File: src/rtl/rf_wb_arbiter.sv
// rf_wb_arbiter: shares the register-file write port between pipeline writeback and a long-latency unit, and tracks pending long writes.
// Define RF_WB_ARB_STARVE_GUARD_EN to add the starvation counter and the FORCE_LU state.
module rf_wb_arbiter #(
  parameter int XLEN = 32,
  parameter int NREG = 32,
  parameter int STARVE_LIMIT = 4
) (
  input  logic                     clk,
  input  logic                     rst,
  input  logic                     pipe_we,
  input  logic [$clog2(NREG)-1:0]  pipe_rd,
  input  logic [XLEN-1:0]          pipe_wd,
  output logic                     pipe_stall,
  input  logic                     lu_valid,
  output logic                     lu_ready,
  input  logic [$clog2(NREG)-1:0]  lu_rd,
  input  logic [XLEN-1:0]          lu_wd,
  input  logic                     issue_lu,
  input  logic [$clog2(NREG)-1:0]  issue_rd,
  input  logic [$clog2(NREG)-1:0]  chk_rs1,
  input  logic [$clog2(NREG)-1:0]  chk_rs2,
  input  logic [$clog2(NREG)-1:0]  chk_rd,
  output logic                     hazard,
  output logic [NREG-1:0]          busy,
  output logic                     rf_we,
  output logic [$clog2(NREG)-1:0]  rf_rd,
  output logic [XLEN-1:0]          rf_wd
);
  localparam int IW = $clog2(NREG);
  if (STARVE_LIMIT < 1 || STARVE_LIMIT > 15) begin : g_bad_limit
    $error("STARVE_LIMIT must be within 1..15");
  end
  logic            force_lu;
  logic            hs;
  logic            pipe_go;
  logic [IW-1:0]   wr_rd;
  logic [XLEN-1:0] wr_wd;
  logic [NREG-1:0] busy_nxt;
`ifdef RF_WB_ARB_STARVE_GUARD_EN
  typedef enum logic {PIPE_PRI, FORCE_LU} state_t;
  state_t   state;
  logic [3:0] cnt;
  assign force_lu = state == FORCE_LU;
  // In FORCE_LU lu_ready follows lu_valid, so lu_valid alone marks the handshake.
  always_ff @(posedge clk) begin
    if (rst) begin
      state <= PIPE_PRI;
      cnt <= '0;
    end else if (force_lu) begin
      cnt <= '0;
      if (lu_valid) state <= PIPE_PRI;
    end else if (!lu_valid || lu_ready) begin
      cnt <= '0;
    end else if (cnt == 4'(STARVE_LIMIT - 1)) begin
      cnt <= '0;
      state <= FORCE_LU;
    end else begin
      cnt <= cnt + 4'd1;
    end
  end
`else
  assign force_lu = 1'b0;
`endif
  assign pipe_stall = force_lu;
  assign lu_ready = !rst && lu_valid && (force_lu || !pipe_we);
  assign hs = lu_valid && lu_ready;
  assign pipe_go = pipe_we && !force_lu;
  assign wr_rd = hs ? lu_rd : pipe_rd;
  assign wr_wd = hs ? lu_wd : pipe_wd;
  always_ff @(posedge clk) begin
    if (rst) begin
      rf_we <= 1'b0;
      rf_rd <= '0;
      rf_wd <= '0;
    end else begin
      rf_we <= (hs || pipe_go) && wr_rd != '0;
      if (hs || pipe_go) begin
        rf_rd <= wr_rd;
        rf_wd <= wr_wd;
      end
    end
  end
  // Set is applied after clear so a same-cycle issue to the returning register stays busy.
  always_comb begin
    busy_nxt = busy;
    if (hs) busy_nxt[lu_rd] = 1'b0;
    if (issue_lu) busy_nxt[issue_rd] = 1'b1;
    busy_nxt[0] = 1'b0;
  end
  always_ff @(posedge clk) busy <= rst ? '0 : busy_nxt;
  assign hazard = busy[chk_rs1] | busy[chk_rs2] | busy[chk_rd];
endmodule
File: config.mk
export PLATFORM = sky130hd
export DESIGN_NAME = rf_wb_arbiter
export DESIGN_NICKNAME = d
export VERILOG_FILES = /design/src/rtl/rf_wb_arbiter.sv
export SDC_FILE = /design/constraint.sdc
export NUM_CORES = 1
export LEC_CHECK = 0
export ABC_AREA = 0
export ABC_CLOCK_PERIOD_IN_PS = 1800
export CAP_MARGIN = 25
export CORE_AREA = 2 2 128 130
export DETAILED_ROUTE_END_ITERATION = 16
export DIE_AREA = 0 0 130 132
export HOLD_SLACK_MARGIN = 0.1
export PLACE_DENSITY = 0.65
export SLEW_MARGIN = 10
export SYNTH_ARGS = -nofsm -noshare
export SYNTH_HDL_FRONTEND = slang
export SYNTH_SLANG_ARGS = --single-unit
File: constraint.sdc
create_clock -name clk -period 1.8 [get_ports clk]
set_input_delay 0.36 -clock clk [delete_from_list [all_inputs] [get_ports clk]]
set_output_delay 0.36 -clock clk [all_outputs]
set_load 0.01 [all_outputs]
==> results.cfg <==
[clock_network]
root_buffer = clkbuf_16
ctsHoldBuffers = 0
cts_htree_levels = 3
cts_inserted_buffers = 9
clockBufferDepth = 2
clock-sinks = 69
cts_tree = done
clkTransAtPathRegs_ns = 0.05
clk_latency_ns = 0.33

[logic_synthesis]
ys_async_sr_fraction_pct = 0
synth_seq_cells = 69
syn_inst = 448
ys.flop_type = dfxtp_1
synth-edff-count = 0
synth.cell_area_mm2 = 0.00387
synth_cell_types = 45
yosys_warnings = 0
syn_avg_cell_area_um2 = 8.64
yosysSeqAreaShare_pct = 35.7

[global_route]
grt_pass1_wl_um = 24100
grt.overflow.total = 0
grt_max_degree = 71
grt_pass1_vias = 4496
track_usage_pct = 18.1
antenna_found_initial = 0

[sta]
worst_slew_pin_slew_ns = 0.748
finalHoldViolations = 0
whs_ns = 0.464
relSlewSlack_pct = 50.1
min_period_over_period_pct = 130
fin_crit_ns = 2.35
skew_ns = 0
finalMaxSlewViolations = 0
setup_viol = 1
clock.fmax_mhz = 426
setup_ws_ns = -0.548
grt_setup_unrepaired = true

[die]
start_util_pct = 24.6
pin_count = 172
die_h_um = 132
core_area_mm2 = 0.0157
rows = 46
die_width_um = 130
die_area_mm2 = 0.0172

[status]
violations = setup timing
outcome = complete, but fails checks

[critical_path]
critPathMaxFanout = 5
cpMaxStageDelayCell = mux4_2
path_delay_family = multiplexers
reg2reg_slack_ns = 0.93
path_buf_inv = 1
crit_type = flip-flop to output pin
required_ns = 1.44
cp-start-kind = flip-flop
max_stage_delay_ns = 0.47
cp_cell_sequence = mux4_2 > a32oi_2 > o31ai_2 > nor4_1 > nand2_1 > buf_2
critPathArrivalTime_ns = 1.99
endpoint_kind = output pin

[placement]
dp_cells = 869
io_buffers = 169
place.gp.congestion = 0.950
place_area_mm2 = 0.00621
hpwl_um = 11600

[drt]
vias = 4357
wl_met2_um = 7420
antenna_left = 0
drt-initial-drc-count = 233
viasPerCell = 4.92
routedWlPerCell_um = 17.7
wl_um = 15700
dr.pass1.iters = 5
wl_met1_um = 6360
remaining_drc_errors = 0
top_layer = met4
wl_met3_um = 1470

[layout]
fin_area_mm2 = 0.00664
drive_above_1_share_pct = 24.0
mostFrequentLayoutCell = clkdlybuf4s50_1
final_core_util_pct = 42.3
nets = 765
instances_no_fill = 886
synthToLayoutAreaGrowth_pct = 71.5
mostFrequentLayoutCells = clkdlybuf4s50_1, nor2_1, a21oi_1, buf_4, mux2i_1
diodes = 0

[pwr]
ir_worst_vdd_v = 0.000413
p_leak_nw = 2.70
powerDensity_mw_per_mm2 = 632

[flow_run]
maxCapViolCount = 0

[worst_hold_path]
hold_path_class = primary input to flip-flop
==> where the power goes <==
part | leakage (nW) | switching [mW] | total (mW) | internal, mW
logic | 1.98 | 0.377 | 0.885 | 0.507
registers | 0.581 | 0.0486 | 1.64 | 1.59
clock network | 0.139 | 0.636 | 1.67 | 1.04
==> kinds of logic after synthesis <==
| group | after synthesis | synth area share (%) |
|---|---|---|
| compound gates | 116 | 16.6 |
| other cells | 1 | 0.0969 |
| simple gates | 161 | 20.1 |
| mux | 65 | 23.1 |
| buf+inv | 36 | 4.36 |
| flops | 69 | 35.7 |
==> Yosys cell counts (all sizes together) (3+ instances only) <==
| master | count | share of area (%) |
|---|---|---|
| nor4 | 3 | 0.48 |
| nor2b | 8 | 1.4 |
| nand3b | 5 | 0.97 |
| and3 | 3 | 0.48 |
| a221oi | 3 | 0.68 |
| and3b | 4 | 0.90 |
| nor2 | 77 | 7.5 |
| a32oi | 3 | 0.68 |
| nand2 | 36 | 3.5 |
| a21oi | 67 | 8.7 |
| mux4 | 18 | 11 |
| mux2 | 6 | 1.7 |
| nor3b | 9 | 1.9 |
| o21ai | 31 | 4.0 |
| clkbuf | 16 | 1.6 |
| dfxtp | 69 | 36 |
| buf | 19 | 2.7 |
| mux2i | 41 | 11 |
| or3b | 3 | 0.68 |
==> cell type report <==
| class | count | area [um^2] |
|---|---|---|
| clock buffer | 14 | 274 |
| multi-input combinational | 344 | 2390 |
| inverter | 1 | 3.75 |
| tap | 216 | 270 |
| clock inverter | 1 | 5.00 |
| timing repair buffer | 241 | 2270 |
| sequential | 69 | 1430 |
| fill | 1547 | 9070 |
==> sequential cells by signal, summed over array words and instances, names as in the netlist <==
name	flops
rf_wd	32
rf_rd	5
busy	31
rf_we	1
==> per-stage QoR <==
stage,setup TNS (ns),power (mW),setup slack [ns]
3_3_place_gp,-1.48,2.52,-1.29
2_1_floorplan,-0.0899,2.02,-0.0899
4_1_cts,-0.581,4.23,-0.581
5_1_grt,-0.618,4.37,-0.618
3_5_place_dp,-1.91,2.54,-1.29
6_report,-0.548,4.20,-0.548
==> routing by layer <==
metal / vias to the layer above / global-route usage (%)
met1: 2023 / 21.7
met5: - / 0
met3: 38 / 5.32
met4: 0 / 8.30
met2: 242 / 29.8
li1: 2054 / -
==> worst reg2reg max path, delay by kind of cell, from the launching register on <==
kind,cells,cell delay [ns]
AO/OA/AOI/OAI,2,0.26
flip-flops,1,0.38
buffers and inverters,1,0.14
==> what timing repair did <==
item | CTS | global route
hold endpoints to repair | 0 | 0
cloned | 1 | 0
setup buffers | 1 | 0
resized for setup | 54 | 20
pin swaps | 4 | 3
endpoints found under the setup margin | 24 | 7
==> final timing paths <==
check,startpoint,end,cells after the start
max,busy[8],hazard,6
max reg2reg,busy[22],busy[22],3
min,pipe_we,rf_rd[3],4
min reg2reg,busy[27],busy[27],2
Note: power is estimated with default switching activity, not from simulation.
==> RTL edit: new RTL, same settings <==
The option `RF_WB_ARB_STARVE_GUARD_EN` is turned on by a define.
--- a/src/rtl/rf_wb_arbiter.sv
+++ b/src/rtl/rf_wb_arbiter.sv
@@ -1,5 +1,7 @@
 // rf_wb_arbiter: shares the register-file write port between pipeline writeback and a long-latency unit, and tracks pending long writes.
 // Define RF_WB_ARB_STARVE_GUARD_EN to add the starvation counter and the FORCE_LU state.
+`define RF_WB_ARB_STARVE_GUARD_EN
+
 module rf_wb_arbiter #(
   parameter int XLEN = 32,
   parameter int NREG = 32,
Function: changed (Yosys sat finds a counterexample within 10 cycles, from zero or initial values and one cycle with rst high).
==> RTL edit against the unedited design <==
  * The run still ends with setup timing left
  * Count of clock-buffer cells in the layout fell by 4
  * Die area did not move
  * Register-to-register slack got worse by 0.59 ns
  * Sequential cell count rose by 5
  * Final cell count rose by 0.79%
  * Cell area rose by 3.5%
  * Area after synthesis rose by 3.1%
  * Total power rose by 14%
  * Worst hold slack improved by 0.0094 ns
  * Routed wire length fell by 3.4%
  * Setup slack improved by 0.073 ns
==> RTL edit: results (changes against the unedited design) <==
| Metric | Value |
|---|---|
| Status | finished with violations |
| Failing checks | setup timing |
| CP arrival | 1.91 ns (-0.08 ns) |
| Fraction of the yosys area taken by sequential cells | 37.1% (+1.4 points) |
| Area contributors post-synth | dfxtp_1, mux2i_1, a211oi_1, mux4_2, nor2_1 |
| Initial antenna violation count | 2 (+2) |
| Initial drt markers | 189 (-19%) |
| Nets | 772 (+0.92%) |
| Largest net degree at the start of global routing | 73 (+2.8%) |
| Post-CTS Setup Bufs | 8 (+7) |
| Final worst slack | -0.475 ns (+0.0730 ns) |
| CP max FO | 4 (-1) |
| Final Skew | 0.00524 ns (+0.00524 ns) |
| Layout cells sized above 1 | 23.3% (-0.69 points) |
| Gates resized, CTS repair | 55 (+1.9%) |
| Hpwl dp | 11.5 mm (-0.72%) |
| Top Family by Delay on Critical Path | buffers and inverters |
| Pre-antenna DRT Iters | 7 (+2) |
| Slew headroom | 50.6% (+0.44 points) |
| WL met1 | 6.23 mm (-2.0%) |
| Pre-CTS WS | -1.23 ns (+0.0544 ns) |
| Mux share of post-synthesis cell area | 23.2% (+0.13 points) |
| Vias in the first global route | 4,629 (+3.0%) |
| PortBufs | 170 (+0.59%) |
| Fillers | 1,470 (-5.0%) |
| GRT met3 Usage | 5.44% (+0.12 points) |
| Final setup fails | 1 (unchanged) |
-- RTL edit: layout make-up --
class / instances / area, sq um / area share, %
Tap cell: 216 / 270 / 3.93
Multi-Input combinational cell: 331 / 2380 / 34.6
Sequential cell: 74 / 1520 / 22.1
Inverter: 4 / 15.0 / 0.219
Timing Repair Buffer: 252 / 2340 / 34.0
Clock buffer: 10 / 239 / 3.48
Clock inverter: 6 / 114 / 1.66
-- RTL edit: path summary, 6_finish.rpt --
check	cells past startpoint	to	from	slack (ns)
worst max-delay path	8	hazard	chk_rs2[0]	-0.47
worst min-delay path	1	cnt[0]$_SDFF_PP0_	cnt[0]$_SDFF_PP0_	0.47
worst max register to register	7	busy[6]$_SDFF_PP0_	pipe_stall$_SDFF_PP0_	0.34
worst min register to register	1	cnt[0]$_SDFF_PP0_	cnt[0]$_SDFF_PP0_	0.47
-- RTL edit: cells by family after synthesis --
kind of cell	Yosys count
buffers and inverters	37
and+or+nand+nor	141
other	1
adders and majority gates	1
xor gates and xnor gates	2
AOI/OAI and AO/OA	114
DFF	74
muxes	72
-- RTL edit: power breakdown --
part | switching [mW] | internal (mW) | leakage, nW
Clock | 0.724 | 1.39 | 0.165
Combinational | 0.377 | 0.517 | 1.96
Sequential | 0.0496 | 1.71 | 0.620
Total | 1.15 | 3.62 | 2.74
-- RTL edit: stage by stage --
step | total power, mW | instances | setup TNS, ns | hold slack, ns | util (%)
floorplan | 2.14 | 442 | -0.0800 | 0.418 | -
global placement | 2.67 | 869 | -4.86 | 0.427 | 40.7
detailed placement | 2.68 | 869 | -6.02 | 0.441 | 40.7
CTS | 4.81 | 893 | -0.439 | 0.480 | 43.6
global route | 4.95 | 893 | -0.538 | 0.499 | 43.7
finish | 4.77 | 893 | -0.475 | 0.473 | 43.7
